$ cat config.mk
export PLATFORM = sky130hd
export DESIGN_NAME = rx_bit_sampler
export DESIGN_NICKNAME = d
export VERILOG_FILES = /design/src/rtl/rx_bit_sampler.sv
export SDC_FILE = /design/constraint.sdc
export NUM_CORES = 1
export LEC_CHECK = 0
export CELL_PAD_IN_SITES_DETAIL_PLACEMENT = 0
export CELL_PAD_IN_SITES_GLOBAL_PLACEMENT = 1
export CORE_AREA = 3 3 71 59
export DETAILED_ROUTE_END_ITERATION = 7
export DIE_AREA = 0 0 74 62
export HOLD_SLACK_MARGIN = 0.15
export PLACE_DENSITY = 0.8
export SLEW_MARGIN = 0
export SYNTH_ARGS = -nofsm -noshare
export SYNTH_HDL_FRONTEND = slang
export SYNTH_SLANG_ARGS = --single-unit
$ cat constraint.sdc
create_clock -name CLK -period 4.8 [get_ports CLK]
set_clock_uncertainty 0.15 [all_clocks]
set_input_delay 0.96 -clock CLK [delete_from_list [all_inputs] [get_ports CLK]]
set_output_delay 0.96 -clock CLK [all_outputs]
set_load 0.02 [all_outputs]
$ cat src/rtl/rx_bit_sampler.sv
// ---------------------------------------------------------------------------
// rx_bit_sampler : UART RX oversampling front end with 3-sample majority vote
// Revision 1.0
// ---------------------------------------------------------------------------
`default_nettype none

module rx_bit_sampler #(
  parameter int PRESCALE_WIDTH = 6,
  parameter int BIT_CNT_WIDTH  = 4
) (
  input  logic                      CLK,
  input  logic                      RST,
  input  logic                      RX_IN,
  input  logic                      En,
  input  logic [PRESCALE_WIDTH-1:0] Prescale,
  output logic                      sampled_bit,
  output logic                      Smpl_Valid,
  output logic [PRESCALE_WIDTH-1:0] edge_cnt,
  output logic [BIT_CNT_WIDTH-1:0]  bit_cnt,
  output logic                      Bit_Done
);

  localparam logic [PRESCALE_WIDTH-1:0] P_8   = PRESCALE_WIDTH'(8);
  localparam logic [PRESCALE_WIDTH-1:0] P_16  = PRESCALE_WIDTH'(16);
  localparam logic [PRESCALE_WIDTH-1:0] P_32  = PRESCALE_WIDTH'(32);
  localparam logic [PRESCALE_WIDTH-1:0] ONE   = PRESCALE_WIDTH'(1);
  localparam logic [BIT_CNT_WIDTH-1:0]  BIT_MAX = {BIT_CNT_WIDTH{1'b1}};

  logic                      rx_sync1;
  logic                      rx_sync2;
  logic                      en_d;
  logic                      s0;
  logic                      s1;
  logic [PRESCALE_WIDTH-1:0] p_lat;
  logic [PRESCALE_WIDTH-1:0] prescale_legal;
  logic [PRESCALE_WIDTH-1:0] p_last;
  logic [PRESCALE_WIDTH-1:0] mid;
  logic [PRESCALE_WIDTH-1:0] mid_m1;
  logic [PRESCALE_WIDTH-1:0] mid_p1;
  logic                      vote;

  always_comb begin
    prescale_legal = P_8;
    if (Prescale == P_8 || Prescale == P_16 || Prescale == P_32)
      prescale_legal = Prescale;
  end

  assign p_last   = p_lat - ONE;
  assign mid      = p_lat >> 1;
  assign mid_m1   = mid - ONE;
  assign mid_p1   = mid + ONE;
  assign vote     = (s0 & s1) | (s0 & rx_sync2) | (s1 & rx_sync2);
  assign Bit_Done = En && (edge_cnt == p_last);

  always_ff @(posedge CLK) begin
    if (!RST) begin
      rx_sync1    <= 1'b1;
      rx_sync2    <= 1'b1;
      en_d        <= 1'b0;
      p_lat       <= P_8;
      edge_cnt    <= '0;
      bit_cnt     <= '0;
      s0          <= 1'b0;
      s1          <= 1'b0;
      sampled_bit <= 1'b1;
      Smpl_Valid  <= 1'b0;
    end else begin
      rx_sync1   <= RX_IN;
      rx_sync2   <= rx_sync1;
      en_d       <= En;
      Smpl_Valid <= 1'b0;

      // edge_cnt is still 0 on the latch cycle, so the old p_lat cannot cause a wrap
      if (En && !en_d)
        p_lat <= prescale_legal;

      if (!En) begin
        edge_cnt <= '0;
        bit_cnt  <= '0;
        s0       <= 1'b0;
        s1       <= 1'b0;
      end else begin
        if (edge_cnt == p_last) begin
          edge_cnt <= '0;
          if (bit_cnt != BIT_MAX)
            bit_cnt <= bit_cnt + 1'b1;
        end else begin
          edge_cnt <= edge_cnt + ONE;
        end

        if (edge_cnt == mid_m1)
          s0 <= rx_sync2;
        if (edge_cnt == mid)
          s1 <= rx_sync2;
        if (edge_cnt == mid_p1) begin
          sampled_bit <= vote;
          Smpl_Valid  <= 1'b1;
        end
      end
    end
  end

endmodule

`default_nettype wire

Word level (Yosys, flattened, before mapping)
Cells that the tools add are included.
{"block": "word_totals", "register_bits": 23, "latchBits": 0, "ramBits": 0, "rom_bits": 0, "in_bits": 10, "output_inout_bits": 13, "elab_cells": 41, "memories": 0}
{"block": "op_classes", "addsub": 5, "multipliers": 0, "n_div": 0, "n_lt_le_gt_ge": 0, "n_eq_ne": 8, "shifts": 0, "n_mux": 2, "bitwise_logic": 7, "reduce_logical": 9}
{"op": "6-bit == test", "n": 3}
{"op": "5-bit by 1-bit adder with 6-bit output, second input constant", "n": 1}
{"op": "6-bit by 1-bit adder with 6-bit output, second input constant", "n": 1}
{"op": "6-bit by 4-bit == test with 1-bit output, second input constant", "n": 1}
{"op": "6-bit by 5-bit == test with 1-bit output", "n": 1}
{"op": "6-bit by 5-bit == test with 1-bit output, second input constant", "n": 1}
{"op": "6-bit == test, second input constant", "n": 1}
{"op": "6-bit two-way mux", "n": 1}
{"op": "2-bit AND reduction", "n": 3}
{"op": "5-bit by 1-bit subtractor with 6-bit output, second input constant", "n": 1}
{"op": "6-bit by 1-bit subtractor with 6-bit output, second input constant", "n": 1}
{"op": "4-bit by 1-bit adder with 4-bit output, second input constant", "n": 1}
{"op": "4-bit != test, second input constant", "n": 1}
{"op": "1-bit bitwise AND", "n": 3}
{"op": "3-bit OR reduction", "n": 1}
{"op": "1-bit logical AND", "n": 2}
{"op": "1-bit logical OR", "n": 2}
{"op": "1-bit NOT", "n": 2}
{"op": "1-bit bitwise OR", "n": 2}
{"op": "1-bit zero test", "n": 1}
{"op": "1-bit two-way mux", "n": 1}

Longest topological paths before layout
{"block": "depth", "word_depth": 4, "depth_mapped": 8, "ltp_nobuf": 7}

Worst setup path after synthesis
Ideal clock, no wire load.
{"block": "synth_path", "path_type": "reg-to-output", "startpoint": "register p_lat[2]", "endpoint": "output Bit_Done", "arrival_time_ps": 1601, "required_ps": 3690, "slack_ps": 2089, "path_stages_with_launch": 8, "path_buffers": 1, "cell_sequence": "dfxtp_1 -> buf_2 -> inv_1 -> ha_1 -> nor3b_2 -> a21oi_1 -> o211a_1 -> and3_1"}
{"block": "synth_between", "elab_chain_len": 3}
{"element": "start: declaration", "line_no": "34", "rtl": "logic [PRESCALE_WIDTH-1:0] p_lat;"}
{"element": "start signal: assignment", "line_no": "75", "rtl": "p_lat <= prescale_legal;"}
{"element": "6-bit by 1-bit subtractor with 6-bit output", "line_no": "48", "rtl": "assign p_last = p_lat - ONE;"}
{"element": "6-bit == test", "line_no": "53", "rtl": "assign Bit_Done = En && (edge_cnt == p_last);"}
{"element": "1-bit logical AND", "line_no": "53"}
{"element": "end: declaration", "line_no": "20", "rtl": "output logic Bit_Done"}
Every way passes these cells.

Final worst setup path
Ends and elaborated chain as after synthesis.

==> reports/metrics.yaml <==
synth.top_cell.area_share_pct: 30.7
cts_tree: "done"
finalCritPeriodShare_pct: 77.5
cts-buffers-inserted: 3
post-cts-setup-buffer-count: 0
hold_viol: 0
synth_area_leaders: "dfxtp_1 31%, xnor2_1 7.6%, ha_1 5.0%"
dieArea_um2: 4590
synthArstFlopShare_pct: 0
synth_seq_cells: 23
h-tree-depth: 1
cts_max_path_buffers: 2
hold_path_class: "reg -> reg"
slew_viol_final: 0
core_region_area_um2: 3490
power.switching_mw: 0.0912
yosysUniqueCellTypes: 47
syn_nets: 186
cp_max_fo: 8
vias: 1283
relSlewSlack_pct: 61.2
yosys_warnings: 0
diodes: 0
worstMarginPinSlew_ps: 581
max_cap_violations: 0
required_ps: 3690
syn2layout_area_growth_pct: 16.4
timing.final.crit_period_ps: 3720
vdd_drop_max_uv: 139
track_usage_pct: 16.6
setup-tns-final_ps: 0
worstSetupStartpoint: "p_lat[2]"
viasPerCell: 5.60
antenna_found_initial: 0
root_buffer: "clkbuf_8"
yosysMostFrequentCell: "dfxtp_1"
setup_viol: 0
post-route-util_pct: 49.9
syn_inst: 170
start_kind: "flop"
gp_congestion: 0.828
drcViolationCount: 0
ant_nets: 0
seq_area_frac_synth_pct: 30.7
p_leak_nw: 0.658
clk_pin_slew_ps: 90
power_frac_seq_pct: 55.2
cts_resized: 0
comb_power_share_pct: 9.6
clk_latency_ps: 280
wirelength_um: 3340
clkPwrFrac_pct: 35.2
syn_area_um2: 1500
drive_gt1_share_pct: 6.95
synth_common_cells: "23 x dfxtp_1, 17 x nor2_1, 13 x xnor2_1"
first_pass_iters: 4
grt_pass1_wl_um: 5680
num_io_pins: 23
critPathKind: "reg -> out"
synth_edf_count: 0
drt_iter0_drc: 97
fin_nets: 204
fp-row-count: 19
hpwl_um: 2490
drt-wirelength-per-cell_um: 14.6
endpoint_kind: "primary output"
hold_buffers: 0
power_density_nw_per_um2: 206
power_switching_share_pct: 25.3
worstPathArrival_ps: 2610
top_regs: "edge_cnt x6, p_lat x6, bit_cnt x4"
p_int_mw: 0.269
fillers: 334
yosys_most_used_dff: "dfxtp_1"
die_w_um: 74
overflow: 0
die_y_um: 62
first_global_vias: 1149
rsz0062_at_grt: "false"
max_freq_mhz: 269
grt_max_degree: 16
initial_core_util_pct: 42.9
clock_sinks: 23
hp-start: "rx_sync1"
avgSynthCellArea_um2: 8.82
r2r_start: "p_lat[2]"
synth_top_cell_by_area: "dfxtp_1"
outcome: "completed"
portBuffers: 22
## metrics by stage
step	setup WS [ps]	std cells	total power, mW	area (um2)	hold WS (ps)
4_1_cts	1080	229	0.365	1750	271
5_1_grt	918	229	0.372	1750	285
2_1_floorplan	2090	170	0.224	1500	236
3_5_place_dp	1400	225	0.238	1700	250
6_report	1080	229	0.360	1750	263
3_3_place_gp	1470	225	0.237	1700	238
## worst max-delay path: stages, from the launching register on
cell	delay (ps)
dfxtp_1	510
inv_1	130
ha_1	260
nor3b_2	190
a21oi_1	260
o211a_1	230
and3_1	160
clkdlybuf4s50_1	590
## cells in the final DEF (no fill, tap or decap), drive strengths merged, types with 2 or more instances in the layout
cell | Yosys | final
xnor2 | 14 | 14
xor2 | 7 | 7
o31ai | 2 | 2
a31oi | 3 | 3
nor2b | 5 | 5
clkbuf | 2 | 3
and3 | 8 | 8
inv | 7 | 7
o211ai | 5 | 5
or4 | 3 | 3
nand2 | 6 | 6
nor3b | 2 | 2
ha | 6 | 6
dfxtp | 23 | 23
o211a | 2 | 2
nand3 | 8 | 8
clkdlybuf4s50 | 0 | 22
o21ai | 3 | 3
nand4 | 4 | 4
nor2 | 18 | 18
nand2b | 7 | 7
nor3 | 4 | 4
and2 | 2 | 2
a21oi | 8 | 8
## metal layers
metal	global-route usage (%)	vias to the layer above	routed length, um
met2	24.5	27	1460
met4	5.68	0	34
met1	23.1	617	1700
li1	-	635	-
met5	0	-	0
met3	4.98	4	145
## logic make-up (layout without fill, tap and decap cells)
family,count (synthesis),count (layout),share of synthesized area (%)
buffers and inverters,16,33,6.59
muxes,2,2,1.42
and+or+nand+nor,70,70,25.7
DFF,23,23,30.7
xor gates and xnor gates,21,21,13.3
adders and majority gates,6,6,5.01
AOI/OAI and AO/OA,32,32,17.3
## worst paths after layout
path	depth (start not counted)	slack (ps)	end
setup / recovery	7	1080	Bit_Done
hold / removal	1	260	rx_sync2
setup reg to reg	7	2370	bit_cnt[1]
hold reg to reg	1	260	rx_sync2
## area by class of cell
class / count / area [um2] / share of cell area, %
multi-input combinational: 131 / 940 / 53.8
sequential: 23 / 460 / 26.4
timing repair buffer: 22 / 220 / 12.6
tap: 42 / 52.6 / 3.01
clock buffer: 3 / 41.3 / 2.37
inverter: 7 / 26.3 / 1.51
clock inverter: 1 / 5.00 / 0.287
## power groups by stage
stage | Clock (mW) | Combinational (mW) | Sequential [mW]
final | 0.127 | 0.0346 | 0.199
after global routing | 0.135 | 0.0378 | 0.200
after CTS | 0.131 | 0.0346 | 0.199
after detailed placement | 0 | 0.0345 | 0.203
after global placement | 0 | 0.0337 | 0.203
after floorplan | 0 | 0.0221 | 0.202
Note: power is estimated with default switching activity, not from simulation.
